===== config.mk =====
export PLATFORM = sky130hd
export DESIGN_NAME = ser_arbiter
export DESIGN_NICKNAME = d
export VERILOG_FILES = /design/src/rtl/ser_arb_pkg.sv /design/src/rtl/rr_pick.sv /design/src/rtl/ser_arbiter.sv
export SDC_FILE = /design/constraint.sdc
export NUM_CORES = 1
export LEC_CHECK = 0
export ABC_AREA = 1
export CORE_AREA = 2 2 88 90
export CTS_CLUSTER_DIAMETER = 100
export DETAILED_ROUTE_END_ITERATION = 12
export DIE_AREA = 0 0 90 92
export GPL_TIMING_DRIVEN = 0
export SLEW_MARGIN = 10
export SYNTH_ARGS = -nofsm -noshare
export SYNTH_HDL_FRONTEND = slang
export SYNTH_SLANG_ARGS = --single-unit
export TNS_END_PERCENT = 30

===== constraint.sdc =====
create_clock -name clk_i -period 2.3 [get_ports clk_i]
set_input_delay 0.23 -clock clk_i [delete_from_list [all_inputs] [get_ports clk_i]]
set_output_delay 0.23 -clock clk_i [all_outputs]
set_load 0.02 [all_outputs]

===== src/rtl/ser_arb_pkg.sv =====
// Shared types and constants for the serializer arbiter and its picker.
// Imported by rr_pick and ser_arbiter.
package ser_arb_pkg;

    typedef enum logic [1:0] {IDLE, ISSUE, START, SERVE} ser_arb_state_t;

    localparam int MIN_MOD = 3;

    function automatic int ptr_width(input int n_req);
        return (n_req > 1) ? $clog2(n_req) : 1;
    endfunction

endpackage


===== src/rtl/rr_pick.sv =====
// Combinational rotate-priority picker: first set request at or after ptr_i,
// wrapping, returned both one-hot and as an index.
module rr_pick
    import ser_arb_pkg::*;
#(
    parameter int N  = 4,
    parameter int PW = ptr_width(N)
) (
    input  logic [N-1:0]  req_i,
    input  logic [PW-1:0] ptr_i,
    output logic [N-1:0]  gnt_o,
    output logic [PW-1:0] idx_o,
    output logic          any_o
);

    logic [2*N-1:0] req_dbl;
    logic [2*N-1:0] gnt_dbl;
    logic [N-1:0]   req_rot;
    logic [N-1:0]   gnt_rot;
    logic [PW:0]    sum;
    logic           found;

    // Rotate so ptr_i lands on bit 0, take the lowest set bit, rotate back.
    always_comb begin
        req_dbl = {req_i, req_i} >> ptr_i;
        req_rot = req_dbl[N-1:0];
        gnt_rot = '0;
        sum     = '0;
        found   = 1'b0;
        for (int i = 0; i < N; i++) begin
            if (!found && req_rot[i]) begin
                found      = 1'b1;
                gnt_rot[i] = 1'b1;
                sum        = {1'b0, ptr_i} + (PW+1)'(i);
            end
        end
        if (sum >= (PW+1)'(N)) begin
            sum = sum - (PW+1)'(N);
        end
        idx_o   = sum[PW-1:0];
        gnt_dbl = {gnt_rot, gnt_rot} << ptr_i;
        gnt_o   = gnt_dbl[2*N-1:N];
        any_o   = found;
    end

endmodule


===== src/rtl/ser_arbiter.sv =====
// Round-robin front end for a shared serializer: picks a requester, issues one
// start strobe, follows serializer busy to completion, reports ready/err/done.
//
//  state | meaning
//  IDLE  | pick next request; reject short modifiers in place
//  ISSUE | start strobe high, held while the serializer is still draining
//  START | wait for busy to rise, watchdog running
//  SERVE | wait for busy to fall, then pulse done
module ser_arbiter
    import ser_arb_pkg::*;
#(
    parameter int N_REQ    = 4,
    parameter int WIDTH    = 8,
    parameter int VAL_BITS = 3,
    parameter int WD_CYC   = 4
) (
    input  logic                      clk_i,
    input  logic                      arst_n_i,
    input  logic [N_REQ-1:0]          req_val_i,
    input  logic [N_REQ*WIDTH-1:0]    req_data_i,
    input  logic [N_REQ*VAL_BITS-1:0] req_mod_i,
    output logic [N_REQ-1:0]          req_ready_o,
    output logic [N_REQ-1:0]          req_err_o,
    output logic [N_REQ-1:0]          req_done_o,
    output logic [N_REQ-1:0]          grant_o,
    output logic                      ser_data_val_o,
    output logic [WIDTH-1:0]          ser_data_o,
    output logic [VAL_BITS-1:0]       ser_data_mod_o,
    input  logic                      ser_busy_i,
    output logic                      busy_o
);

    localparam int PW  = ptr_width(N_REQ);
    localparam int WDW = $clog2(WD_CYC + 1);

    ser_arb_state_t      state_q, state_d;
    logic [PW-1:0]       ptr_q, ptr_d;
    logic [N_REQ-1:0]    grant_q, grant_d;
    logic [N_REQ-1:0]    ready_q, ready_d;
    logic [N_REQ-1:0]    err_q, err_d;
    logic [N_REQ-1:0]    done_q, done_d;
    logic [WIDTH-1:0]    data_q, data_d;
    logic [VAL_BITS-1:0] mod_q, mod_d;
    logic [WDW-1:0]      wd_q, wd_d;

    logic [N_REQ-1:0]    pick_gnt;
    logic [PW-1:0]       pick_idx;
    logic                pick_any;
    logic [PW-1:0]       ptr_inc;
    logic [WIDTH-1:0]    pick_data;
    logic [VAL_BITS-1:0] pick_mod;

    rr_pick #(
        .N  (N_REQ),
        .PW (PW)
    ) u_pick (
        .req_i (req_val_i),
        .ptr_i (ptr_q),
        .gnt_o (pick_gnt),
        .idx_o (pick_idx),
        .any_o (pick_any)
    );

    assign pick_data = req_data_i[int'(pick_idx)*WIDTH +: WIDTH];
    assign pick_mod  = req_mod_i[int'(pick_idx)*VAL_BITS +: VAL_BITS];
    assign ptr_inc   = (pick_idx == PW'(N_REQ - 1)) ? '0 : pick_idx + 1'b1;

    always_comb begin
        state_d = state_q;
        ptr_d   = ptr_q;
        grant_d = grant_q;
        ready_d = '0;
        err_d   = '0;
        done_d  = '0;
        data_d  = data_q;
        mod_d   = mod_q;
        wd_d    = wd_q;
        case (state_q)
            IDLE: begin
                if (pick_any) begin
                    ptr_d = ptr_inc;
                    if (pick_mod < VAL_BITS'(MIN_MOD)) begin
                        err_d = pick_gnt;
                    end else begin
                        ready_d = pick_gnt;
                        grant_d = pick_gnt;
                        data_d  = pick_data;
                        mod_d   = pick_mod;
                        state_d = ISSUE;
                    end
                end
            end
            ISSUE: begin
                // The serializer latches the word on the edge that leaves ISSUE.
                if (!ser_busy_i) begin
                    wd_d    = '0;
                    state_d = START;
                end
            end
            START: begin
                if (ser_busy_i) begin
                    wd_d    = '0;
                    state_d = SERVE;
                end else if (wd_q == WDW'(WD_CYC - 1)) begin
                    err_d   = grant_q;
                    grant_d = '0;
                    wd_d    = '0;
                    state_d = IDLE;
                end else begin
                    wd_d = wd_q + 1'b1;
                end
            end
            SERVE: begin
                if (!ser_busy_i) begin
                    done_d  = grant_q;
                    grant_d = '0;
                    state_d = IDLE;
                end
            end
            default: state_d = IDLE;
        endcase
    end

    always_ff @(posedge clk_i or negedge arst_n_i) begin
        if (!arst_n_i) begin
            state_q <= IDLE;
            ptr_q   <= '0;
            grant_q <= '0;
            ready_q <= '0;
            err_q   <= '0;
            done_q  <= '0;
            data_q  <= '0;
            mod_q   <= '0;
            wd_q    <= '0;
        end else begin
            state_q <= state_d;
            ptr_q   <= ptr_d;
            grant_q <= grant_d;
            ready_q <= ready_d;
            err_q   <= err_d;
            done_q  <= done_d;
            data_q  <= data_d;
            mod_q   <= mod_d;
            wd_q    <= wd_d;
        end
    end

    assign req_ready_o    = ready_q;
    assign req_err_o      = err_q;
    assign req_done_o     = done_q;
    assign grant_o        = grant_q;
    assign ser_data_val_o = (state_q == ISSUE);
    assign ser_data_o     = data_q;
    assign ser_data_mod_o = mod_q;
    assign busy_o         = (state_q != IDLE);

endmodule


==> flow_summary_export.csv <==
group,metric,value,unit
run_status,status,"finished clean",
route,via_per_inst,4.65,
synth,synth_area,2190,µm²
route,finalWirelength,6.55,mm
clock_tree,cts_sinks,34,
clock_tree,clk_path_buf_depth,2,
layout,area_growth,69.8,%
clock_tree,clkLatencyLatePin,0.29,ns
synth,netlist_instances,298,
route,initialDrtViolationCount,117,
floorplanning,die_y,92,µm
placed_design,hpwl,4.79,mm
sta,whs,0.00967,ns
run,cap_violations,0,
route,drc,0,
floorplanning,fp.coreArea,7450,µm²
synth,synth_cell_type_count,33,
global_routing,grt_pass1_wl,9.89,mm
synth,synth_fp_nets,354,
sta,max_slew.worst_pin.slew,0.764,ns
clock_tree,cts_buffers,5,
sta,skew,0.00745,ns
synth,yosysWarnings,0,
layout,diodes,0,
route,wl_per_cell,12.9,µm
floorplanning,dieArea,8280,µm²
setup_path,critical_path.endpoint_type,"flop",
sta,drv_slew,0,
placed_design,dp_slack,-0.282,ns
setup_path,critical_path.max_fanout,8,
route,num_vias,2362,
route,met2WireLength,3.24,mm
placed_design,gp_congestion,0.831,
global_routing,grt_use_total,0.149,
clock_tree,tritoncts,"built",
setup_path,crit_start,"ptr_q[0]",
floorplanning,io_pins,80,
sta,timing.final.ws_setup,0.0346,ns
placed_design,portBuffers,79,
setup_path,startpoint_type,"flop",
floorplanning,dieWidth,90,µm
global_routing,grt_pass1_vias,2139,
sta,slew_headroom,0.491,
route,wl_met1,2.74,mm
clock_tree,clk_pin_slew_worst_paths,0.07,ns
route,first_pass_iters,4,
sta,setup_viol,0,
global_routing,grt_max_degree,35,
global_routing,antenna_found_initial,0,
sta,finalCriticalPeriod,2.27,ns
layout,final_cell_mix,"84 x nand2_1, 78 x clkdlybuf4s50_1, 33 x dfrtp_1, 25 x inv_1, 25 x nor2_1",
sta,period_share,0.985,
clock_tree,cts_root_buf,"clkbuf_8",
hold_path,hp-class,"in2async",
setup_path,cp.arrival,2.45,ns
layout,nNetsFinal,461,
layout,layout_commonest_cell,"nand2_1",
floorplanning,initial_core_util,0.295,
route,routed.top_layer,"met4",
setup_path,timing.rr.start,"ptr_q[0]",
synth,seq_area_frac_synth,0.388,
route,ant_nets,0,
sta,fmaxAchievable,441,MHz
synth,synth_area_per_cell,7.36,µm²
sta,hold_viol_final,0,
setup_path,required,2.48,ns
clock_tree,postCtsHoldBufs,0,
sta,rsz0062_at_grt,"true",
setup_path,crit_type,"reg2reg",
synth,synth-seq-cells,34,
floorplanning,rows,32,
global_routing,overflow,0,
route,met3_length,517,µm
clock_tree,htreeDepth,2,
layout,drive_above_1_share,0.256,
## metal layers
| metal | up-vias | global-route usage |
|---|---|---|
| li1 | 1192 | - |
| met1 | 1088 | 0.177 |
| met2 | 76 | 0.256 |
| met3 | 6 | 0.0518 |
| met4 | 0 | 0.0410 |
| met5 | - | 0 |
## repair_timing
item | 4_1_cts | 5_1_grt
endpoints found under the setup margin | 24 | 27
resized for setup | 14 | 64
gates cloned | 0 | 3
pin swaps | 3 | 24
buffers inserted | 2 | 18
## cells in the mapped netlist, drive strengths merged
master / n / area (µm²)
nand2: 112 / 473
nand3: 35 / 203
dfrtp: 34 / 851
inv: 32 / 125
nor2: 29 / 124
o21ai: 9 / 56.3
a21oi: 8 / 40.0
a32oi: 7 / 61.3
buf: 7 / 52.5
o22ai: 6 / 37.5
ha: 5 / 62.6
clkbuf: 2 / 7.51
nand3b: 2 / 15.0
nand4: 2 / 27.5
a21boi: 1 / 7.51
a22o: 1 / 8.76
nor3: 1 / 5.00
nor3b: 1 / 7.51
o211ai: 1 / 7.51
o31ai: 1 / 7.51
or2: 1 / 6.26
xnor2: 1 / 8.76
## worst paths after layout
kind                       slack [ns]  cells past startpoint            end
max                              0.03                     18  ser_data_o[5]
min                              0.01                      1  ser_data_o[1]
max reg2reg                      0.03                     18  ser_data_o[5]
min reg2reg                      0.47                      2  ser_data_o[5]
max in group asynchronous        1.76                      1       ptr_q[1]
min in group clk_i               0.47                      2  ser_data_o[5]
## worst max-delay path, stage by stage, from the launching register on
cell and delay [ns]:
dfrtp_1 0.37, buf_6 0.15, inv_8 0.07, nand2_1 0.08, nand2_1 0.07, nand2_1 0.08
nand2_4 0.11, nand4_4 0.13, nand3_4 0.17, nand2_8 0.12, nand2_4 0.09, nand3_2 0.06
nand2_2 0.12, inv_2 0.05, nand2_4 0.11, nand2_8 0.11, buf_8 0.15, nand3_1 0.07
nand2_1 0.05
## cell type report
cell class | instances | area [µm²]
Clock buffer | 6 | 82.6
Fill cell | 727 | 3720
Inverter | 32 | 149
Clock inverter | 2 | 12.5
Timing Repair Buffer | 100 | 990
Buffer | 7 | 67.6
Tap cell | 102 | 128
Sequential cell | 34 | 852
Multi-Input combinational cell | 225 | 1450
## metrics by stage
step / utilization / instance area [µm²] / setup TNS, ns / instances
2_1_floorplan: - / 2190 / 0 / 298
3_3_place_gp: 0.418 / 3110 / -5.16 / 479
3_5_place_dp: 0.417 / 3110 / -5.75 / 479
4_1_cts: 0.437 / 3260 / 0 / 487
5_1_grt: 0.501 / 3730 / -1.82 / 508
6_report: 0.501 / 3730 / 0 / 508
## kinds of logic after synthesis
family                   synth area share
flip-flops                          0.388
adder cells (fa/ha/maj)            0.0285
AND/OR/NAND/NOR                     0.392
buffers and inverters              0.0844
XOR/XNOR                          0.00399
AO/OA/AOI/OAI                       0.103
## flip-flops by register name, indices dropped and copies added, names as in the netlist
register,cells
ptr_q,2
req_ready_o,4
req_err_o,4
ser_data_o,8
req_done_o,4
wd_q,3
grant_o,4
state_q,2
ser_data_mod_o,3
Power is not shown: default switching activity piles up to over one toggle a cycle in this logic, so the estimate is an artifact.
